<file path="src/rtl/lii_stream_adapter.sv">
// LII <-> HLS kernel adapter: dst-filtered input unpacked into per-lane FWFT FIFOs, output lanes joined into one registered beat.
// Input: k_in_tvalid one cycle after accept, lii_in_tready low while any lane FIFO is full. Output: one registered stage, held lanes stall kernel.
module lii_lane_fifo #(
  parameter int W     = 8,
  parameter int DEPTH = 4
) (
  input  logic         clk,
  input  logic         rst,
  input  logic         push_i,
  input  logic [W-1:0] wdat_i,
  input  logic         pop_i,
  output logic [W-1:0] rdat_o,
  output logic         empty_o,
  output logic         full_o
);
  localparam int AW = $clog2(DEPTH);

  logic [W-1:0] mem_q [DEPTH];
  logic [AW:0]  wr_q, rd_q;
  logic         do_push, do_pop;

  // Extra pointer bit separates full from empty when the indices match.
  assign empty_o = (wr_q == rd_q);
  assign full_o  = (wr_q[AW] != rd_q[AW]) && (wr_q[AW-1:0] == rd_q[AW-1:0]);
  assign rdat_o  = mem_q[rd_q[AW-1:0]];
  assign do_push = push_i & (~full_o | pop_i);
  assign do_pop  = pop_i & ~empty_o;

  always_ff @(posedge clk) begin
    if (rst) begin
      wr_q <= '0;
      rd_q <= '0;
    end else begin
      if (do_push) wr_q <= wr_q + 1'b1;
      if (do_pop)  rd_q <= rd_q + 1'b1;
    end
  end

  always_ff @(posedge clk) begin
    if (do_push) mem_q[wr_q[AW-1:0]] <= wdat_i;
  end
endmodule

module lii_stream_adapter #(
  parameter int         NIN     = 5,
  parameter int         NOUT    = 1,
  parameter int         IW      = 17,
  parameter int         OW      = 32,
  parameter int         PW      = 128,
  parameter int         DEPTH   = 4,
  parameter logic [7:0] NODE_ID = 8'h00,
  parameter logic [7:0] DEST_ID = 8'h00
) (
  input  logic                aclk,
  input  logic                arst,
  input  logic [PW-1:0]       lii_in_tdata,
  input  logic                lii_in_tvalid,
  output logic                lii_in_tready,
  input  logic [7:0]          lii_in_src,
  input  logic [7:0]          lii_in_dst,
  output logic [PW-1:0]       lii_out_tdata,
  output logic                lii_out_tvalid,
  input  logic                lii_out_tready,
  output logic [7:0]          lii_out_src,
  output logic [7:0]          lii_out_dst,
  output logic [NIN*IW-1:0]   k_in_tdata,
  output logic [NIN-1:0]      k_in_tvalid,
  input  logic [NIN-1:0]      k_in_tready,
  input  logic [NOUT*OW-1:0]  k_out_tdata,
  input  logic [NOUT-1:0]     k_out_tvalid,
  output logic [NOUT-1:0]     k_out_tready,
  output logic [15:0]         drop_cnt,
  output logic                ce
);
  logic            own_beat, in_hs, drop_beat;
  logic [NIN-1:0]  lane_full, lane_empty, lane_pop;
  logic [15:0]     drop_cnt_q;
  logic            unused_src;

  assign unused_src    = ^lii_in_src;
  assign own_beat      = (lii_in_dst == NODE_ID);
  assign lii_in_tready = own_beat ? ~|lane_full : 1'b1;
  assign in_hs         = lii_in_tvalid & own_beat & ~|lane_full;
  assign drop_beat     = lii_in_tvalid & ~own_beat;

  // Every lane is written on the same handshake; each drains at its own pace.
  for (genvar i = 0; i < NIN; i++) begin : g_in
    assign k_in_tvalid[i] = ~lane_empty[i];
    assign lane_pop[i]    = k_in_tvalid[i] & k_in_tready[i];

    lii_lane_fifo #(.W(IW), .DEPTH(DEPTH)) u_fifo (
      .clk     (aclk),
      .rst     (arst),
      .push_i  (in_hs),
      .wdat_i  (lii_in_tdata[i*IW +: IW]),
      .pop_i   (lane_pop[i]),
      .rdat_o  (k_in_tdata[i*IW +: IW]),
      .empty_o (lane_empty[i]),
      .full_o  (lane_full[i])
    );
  end

  always_ff @(posedge aclk) begin
    if (arst) begin
      drop_cnt_q <= '0;
    end else if (drop_beat && drop_cnt_q != 16'hFFFF) begin
      drop_cnt_q <= drop_cnt_q + 16'd1;
    end
  end
  assign drop_cnt = drop_cnt_q;

  logic [NOUT-1:0]    held_q, held_d, kout_hs;
  logic [NOUT*OW-1:0] hold_q;
  logic [PW-1:0]      join_dat, out_dat_q;
  logic               out_vld_q, all_held, transfer;

  // A lane may refill its holding register in the same cycle it is drained.
  assign all_held     = &held_q;
  assign transfer     = all_held & (~out_vld_q | lii_out_tready);
  assign k_out_tready = ~held_q | {NOUT{transfer}};
  assign kout_hs      = k_out_tvalid & k_out_tready;
  assign held_d       = kout_hs | (held_q & ~{NOUT{transfer}});

  always_comb begin
    join_dat = '0;
    join_dat[NOUT*OW-1:0] = hold_q;
  end

  always_ff @(posedge aclk) begin
    if (arst) begin
      held_q <= '0;
      hold_q <= '0;
    end else begin
      held_q <= held_d;
      for (int j = 0; j < NOUT; j++) begin
        if (kout_hs[j]) hold_q[j*OW +: OW] <= k_out_tdata[j*OW +: OW];
      end
    end
  end

  always_ff @(posedge aclk) begin
    if (arst) begin
      out_vld_q <= 1'b0;
      out_dat_q <= '0;
    end else if (transfer) begin
      out_vld_q <= 1'b1;
      out_dat_q <= join_dat;
    end else if (lii_out_tready) begin
      out_vld_q <= 1'b0;
    end
  end

  assign lii_out_tvalid = out_vld_q;
  assign lii_out_tdata  = out_dat_q;
  assign lii_out_src    = NODE_ID;
  assign lii_out_dst    = DEST_ID;
  assign ce             = ~(out_vld_q & ~lii_out_tready) & ~(all_held & ~transfer);
endmodule

</file>
<file path="config.mk">
export PLATFORM = sky130hd
export DESIGN_NAME = lii_stream_adapter
export DESIGN_NICKNAME = d
export VERILOG_FILES = /design/src/rtl/lii_stream_adapter.sv
export SDC_FILE = /design/constraint.sdc
export NUM_CORES = 1
export LEC_CHECK = 0
export ABC_AREA = 1
export CORE_MARGIN = 1.5
export CORE_UTILIZATION = 56
export CTS_BUF_LIST = sky130_fd_sc_hd__clkbuf_4
export DETAILED_ROUTE_END_ITERATION = 10
export PLACE_DENSITY = 0.88
export SKIP_CTS_REPAIR_TIMING = 1
export SLEW_MARGIN = 25
export SYNTH_ARGS = -nofsm -noshare
export SYNTH_HDL_FRONTEND = slang
export SYNTH_SLANG_ARGS = --single-unit
</file>
<file path="constraint.sdc">
create_clock -name aclk -period 3.6 [get_ports aclk]
set_input_delay 0.72 -clock aclk [delete_from_list [all_inputs] [get_ports aclk]]
set_output_delay 0.72 -clock aclk [all_outputs]
set_load 0.05 [all_outputs]
</file>
==> flow_summary.toml <==
[run_status]
outcome = "completed"

[floorplanning]
die_area_um2 = 34400
core_region_area_um2 = 32700
chipWidth_um = 186
ios = 440
rows = 66
start_util = 0.571
die_height_um = 186

[power]
totalPowerFinal_uw = 12700
vdd_ir_drop_max_mv = 0.413
cellPowerDensity_nw_per_um2 = 544
total_leakage_power_uw = 0.00898

[timing]
tightestPinTransition_ns = 0.608
fin_crit_sh = 0.966
drv_slew = 0
finalHoldViolCount = 0
number_of_failing_setup_endpoints_in_the_final_timing_report = 0
max_clock_freq_mhz = 288
minimum_clock_period_after_layout_ns = 3.48
finClkSkew_ns = 0.0610
slew_headroom = 0.593

[detailed_routing]
post_drt_via_cell_ratio = 5.18
detailedRoute.firstPassIterationCount = 5
post-route-drc-count = 0
final_antenna_net_count = 0
detail_route.iter0.violations = 788
routed_vias = 13300
avg_wl_per_cell_um = 16.4
detail_route.wirelength_um = 42300

[yosys]
synth_most_common_cell = "sky130_fd_sc_hd__nor2_1"
most_instantiated_cells_after_synthesis = "364 x sky130_fd_sc_hd__nor2_1, 340 x sky130_fd_sc_hd__edfxtp_1, 256 x sky130_fd_sc_hd__o21ai_0"
post_synth_num_cell_types = 32
synth.yosys.seq_area_share = 0.678
synth_top_cell_by_area = "sky130_fd_sc_hd__edfxtp_1"
asyncSetResetFlopFracSynth = 0
postSynthRegisterBits = 462
synth.area.top_cells = "sky130_fd_sc_hd__edfxtp_1 55%, sky130_fd_sc_hd__dfxtp_1 13%, sky130_fd_sc_hd__nor2_1 7.3%, sky130_fd_sc_hd__o21ai_0 6.9%, sky130_fd_sc_hd__buf_4 4.5%"
yosysWarningCount = 0
synth.avg_cell_area_um2 = 11.2
synth_flop_cell = "sky130_fd_sc_hd__edfxtp_1"
number_of_enable_type_register_cells_in_the_synthesized_netlist = 340
synthDominantCellAreaShare = 0.547
netlist_area_um2 = 18700
syn_inst = 1673

[clock_network]
cts_root_buffer = "sky130_fd_sc_hd__clkbuf_4"
cts_sinks = 462
h-tree-depth = 3
clk_latency_ns = 0.78
cts_made_buffers = 108
clk_pin_slew_worst_paths_ns = 0.06
tritoncts_clock_tree = "yes"
clock_path_buffers = 3

[final_layout]
drive_gt1_frac = 0.123
area_growth_syn_to_layout_pct = 24.9
post-route-cell-area_um2 = 23300
nets = 2250

[place]
placement.io_buffers = 276
hpwlAfterDp_um = 26300
placer_s_final_routability_congestion_estimate = 0.827
postPlaceCellArea_um2 = 21600

[global_routing]
gr-usage-all-layers = 0.238
first_global_vias = 13100
gr-total-overflow = 0
maximum_number_of_pins_on_one_net_before_global_route_repair = 79
grt_antenna_before_repair = 2
grt_pass1_wl_um = 63800

[worst_setup_path]
worst-endpoint-arrival_ns = 2.76
critical_path_sink_type = "primary output"
path_class = "register to primary output"
crit_fanout = 11
worstRegToRegCells = 11
critPathLaunchType = "register"
worst_r2r_startpoint = "g_in[4].u_fifo.wr_q[0]$_SDFFE_PP0P_"
timing.critical_path.required_ns = 2.88

[min_path]
holdCritStartpoint = "g_in[3].u_fifo.rd_q[2]$_SDFFE_PP0P_"
hold_depth = 2
worst_hold_path_type = "register to register"

[flow_run]
drv_cap = 0
[layer usage]
layer | vias to the layer above | GRT usage | part of all wire
met5 | - | 0 | 0
met3 | 87 | 0.0749 | 0.083
met1 | 6295 | 0.263 | 0.37
met2 | 542 | 0.422 | 0.52
met4 | 0 | 0.103 | 0.027
li1 | 6410 | - | -
[path summary, 6_finish.rpt]
path              slack [ns]                                    to
setup / recovery        0.12                        k_in_tdata[61]
hold / removal          0.48   g_in[3].u_fifo.rd_q[2]$_SDFFE_PP0P_
setup reg to reg        1.43  g_in[3].u_fifo.mem_q[2][4]$_DFFE_PP_
hold reg to reg         0.48   g_in[3].u_fifo.rd_q[2]$_SDFFE_PP0P_
[registers in the layout, indices dropped and copies added, names as in the netlist, named ones only]
signal	cells
g_in.u_fifo.mem_q	340
lii_out_tdata	32
lii_out_tvalid	1
drop_cnt	16
g_in.u_fifo.wr_q	15
hold_q	32
all_held	1
g_in.u_fifo.rd_q	15
[area by class of cell]
type | count | area [um^2]
flip-flops and latches | 462 | 12700
fillers | 2148 | 9390
multi-input cells | 1061 | 5000
repair buffers | 330 | 3300
clock buffers | 170 | 1280
well taps | 442 | 553
inverters | 75 | 300
clock inverters | 32 | 210
diodes | 3 | 7.51
[power by group]
part           internal, uW  leakage (uW)  switching (uW)  total (uW)
clock                  2360      0.000880            2020        4380
combinational           717       0.00404            1690        2410
sequential             5790       0.00406            98.7        5880
total                  8860       0.00898            3810       12700
[metrics by stage]
stage	cells	TNS, ns	hold WS, ns	worst slack [ns]	util
floorplan	1784	0	0.448	0.940	-
global placement	2362	0	0.457	0.594	0.661
detailed placement	2362	0	0.469	0.579	0.661
CTS	2564	-15.19	0.484	-0.321	0.707
global route	2575	-0.181	0.498	-0.0887	0.713
finish	2575	0	0.480	0.123	0.713
[logic make-up after synthesis]
family / after synthesis / synth area share
and+or+nand+nor: 530 / 0.113
other: 1 / 0.000201
buffers and inverters: 261 / 0.0764
DFF: 462 / 0.678
adders and majority gates: 26 / 0.0174
xor gates and xnor gates: 17 / 0.00798
AOI/OAI and AO/OA: 376 / 0.107
[cell usage in the layout, fill, tap and decap left out, types with 55 or more instances in the layout]
cell,instances
sky130_fd_sc_hd__nand2_1,121
sky130_fd_sc_hd__clkbuf_4,170
sky130_fd_sc_hd__edfxtp_1,340
sky130_fd_sc_hd__buf_4,55
sky130_fd_sc_hd__o21ai_0,256
sky130_fd_sc_hd__conb_1,112
sky130_fd_sc_hd__dfxtp_1,116
sky130_fd_sc_hd__nor2_1,364
sky130_fd_sc_hd__o22ai_1,85
sky130_fd_sc_hd__clkdlybuf4s50_1,232
sky130_fd_sc_hd__inv_1,63
[critical path, stage by stage (launching register included)]
cell	delay, ns
sky130_fd_sc_hd__dfxtp_1	0.62
sky130_fd_sc_hd__buf_4	0.25
sky130_fd_sc_hd__o21ai_0	0.09
sky130_fd_sc_hd__o22ai_1	0.19
sky130_fd_sc_hd__clkdlybuf4s50_1	0.85
No activity file was read; power rests on OpenSTA's default activity.
==> edit: new RTL, same flow settings <==
`DEPTH` is set to 4 in 2 places; all go to 8.
--- a/src/rtl/lii_stream_adapter.sv
+++ b/src/rtl/lii_stream_adapter.sv
@@ -2,7 +2,7 @@
 // Input: k_in_tvalid one cycle after accept, lii_in_tready low while any lane FIFO is full. Output: one registered stage, held lanes stall kernel.
 module lii_lane_fifo #(
   parameter int W     = 8,
-  parameter int DEPTH = 4
+  parameter int DEPTH = 8
 ) (
   input  logic         clk,
   input  logic         rst,
@@ -47,7 +47,7 @@
   parameter int         IW      = 17,
   parameter int         OW      = 32,
   parameter int         PW      = 128,
-  parameter int         DEPTH   = 4,
+  parameter int         DEPTH   = 8,
   parameter logic [7:0] NODE_ID = 8'h00,
   parameter logic [7:0] DEST_ID = 8'h00
 ) (
Check against the original RTL: same outputs for any inputs over 4 cycles, from zero or initial values and one cycle with arst high; that may be too few to reach the edited logic, so the function may still have changed.
==> edit against the unedited design <==
Final cell count is 63% higher; fmax fell by 2.6%; synthesized area increased by 76%; worst hold slack worse by 0.18 ns; largest cell class unchanged; die area increased by 74%; total power up 69%; core utilization down 3.5 points; wire length grew 84%; design area is 68% higher; sequential cell count grew 355; worst setup slack worse by 0.093 ns.
==> edit: results (changes against the unedited design) <==
Worst setup path:
- The data arrival at the endpoint of the critical path is 2.85 ns (+0.09 ns).
- The worst reg-to-reg setup slack is 0.89 ns (-0.54 ns).
- On the critical path, the stage with the largest delay is an instance of sky130_fd_sc_hd__dfxtp_2.
- The startpoint identified for the worst register-to-register timing path is g_in[4].u_fifo.wr_q[1]$_SDFFE_PP0P_.
- The worst reg-to-reg path cell count is 12 (+1).
- The maximum fanout count along the critical path came to 36 (+25).

Layout:
- The non-clock inverter count in the final layout was 85 (+13%).
- The non-clock buffer count in the final layout is 376 (+14%).
- The antenna cell count is 4 (+1).
- The net count reported at finish was 3491 (+55%).
- The fraction of area in multi-input gates came to 21.5% (about the same).
- The proportion of cell area spent on the clock network is 6.41% (+0.034 points).
- The number of clock buffer instances in the layout is 294 (+73%).
- The area share of buffers outside the clock network was 9.52% (-4.6 points).

Clock tree:
- The CTS buffer count is 196 (+81%).
- The number of sinks on the clock net is 817 (+77%).
- The level count of the clock H-tree came to 4 (+1).

Global route:
- The number of global-route vias before repair is 22700 (+73%).
- The number of antenna violations at the first check in global routing is 4 (+2).
- The overall routing resource usage was 25.0% (+1.2 points).
- The met3 routing resource usage after global routing is 6.94% (-0.55 points).
- The largest net degree at the start of global routing is 69 (-13%).
- The global routing usage on met2 is 43.0% (+0.80 points).

Route:
- The met1 wire length is 29000 µm (+85%).
- The via count normalized by instance count is 5.57 (+7.6%).
- The DRC marker count from the first detailed-route iteration is 2040 (+160%).
- The final routed wirelength across all metal layers is 77900 µm (+84%).

Timing:
- The setup clock skew after layout is 0.0759 ns (+0.0149 ns).
- The transition at the pin with the smallest max-transition slack was 0.636 ns (+0.0275 ns).

Pwr:
- The leakage component of the power was 0.0141 µW (+57%).
- The worst vdd rail ir drop came to 0.352 mV (-15%).

Logic synthesis:
- The number of distinct library cell variants in the gate-level netlist after synthesis is 28 (-13%).
- By area the synthesized netlist is led by sky130_fd_sc_hd__edfxtp_1 (62%), sky130_fd_sc_hd__nor2_1 (9.1%), sky130_fd_sc_hd__dfxtp_1 (8.4%).
- The share of the synthesized area in compound gates (AO/OA/AOI/OAI) came to 10.4% (-0.30 points).

Place:
- The global placement routability congestion was 0.822 (-0.63%).

Run status:
- The run finished with clean final reports.

Min path:
- The hold-critical path depth is 3 (+1).
- The startpoint of the tightest hold check path is k_out_tdata[8].
-- edit: changes by cell type after synthesis, sizes merged, moves of 26 or more --
cell and change:
buf +30, o21ai +168, clkbuf +60, nor2 +431
a31oi +86, nand2 +26, edfxtp +340
-- edit: metrics by stage --
stage          hold WS, ns  cell area, µm²  setup slack (ns)  power, µW  std cells
2_1_floorplan        0.450           33200             0.532      12800       2991
3_3_place_gp         0.457           36200             0.594      13800       3838
3_5_place_dp         0.466           36200             0.563      13800       3838
4_1_cts              0.174           38700            -0.333      21400       4180
5_1_grt              0.238           39100           -0.0367      22200       4206
6_report             0.296           39200            0.0303      21400       4207
-- edit: power breakdown --
| group | switching [µW] | internal, µW | total, µW |
|---|---|---|---|
| Sequential | 87.6 | 10300 | 10400 |
| Clock | 3610 | 3940 | 7550 |
| Combinational | 2370 | 1050 | 3420 |
-- edit: worst max-delay path, delay by kind of cell (launching register included) --
family / cells / cell delay (ns)
compound gates: 3 / 0.48
buf+inv: 3 / 0.73
flops: 1 / 0.46
simple gates: 1 / 0.15
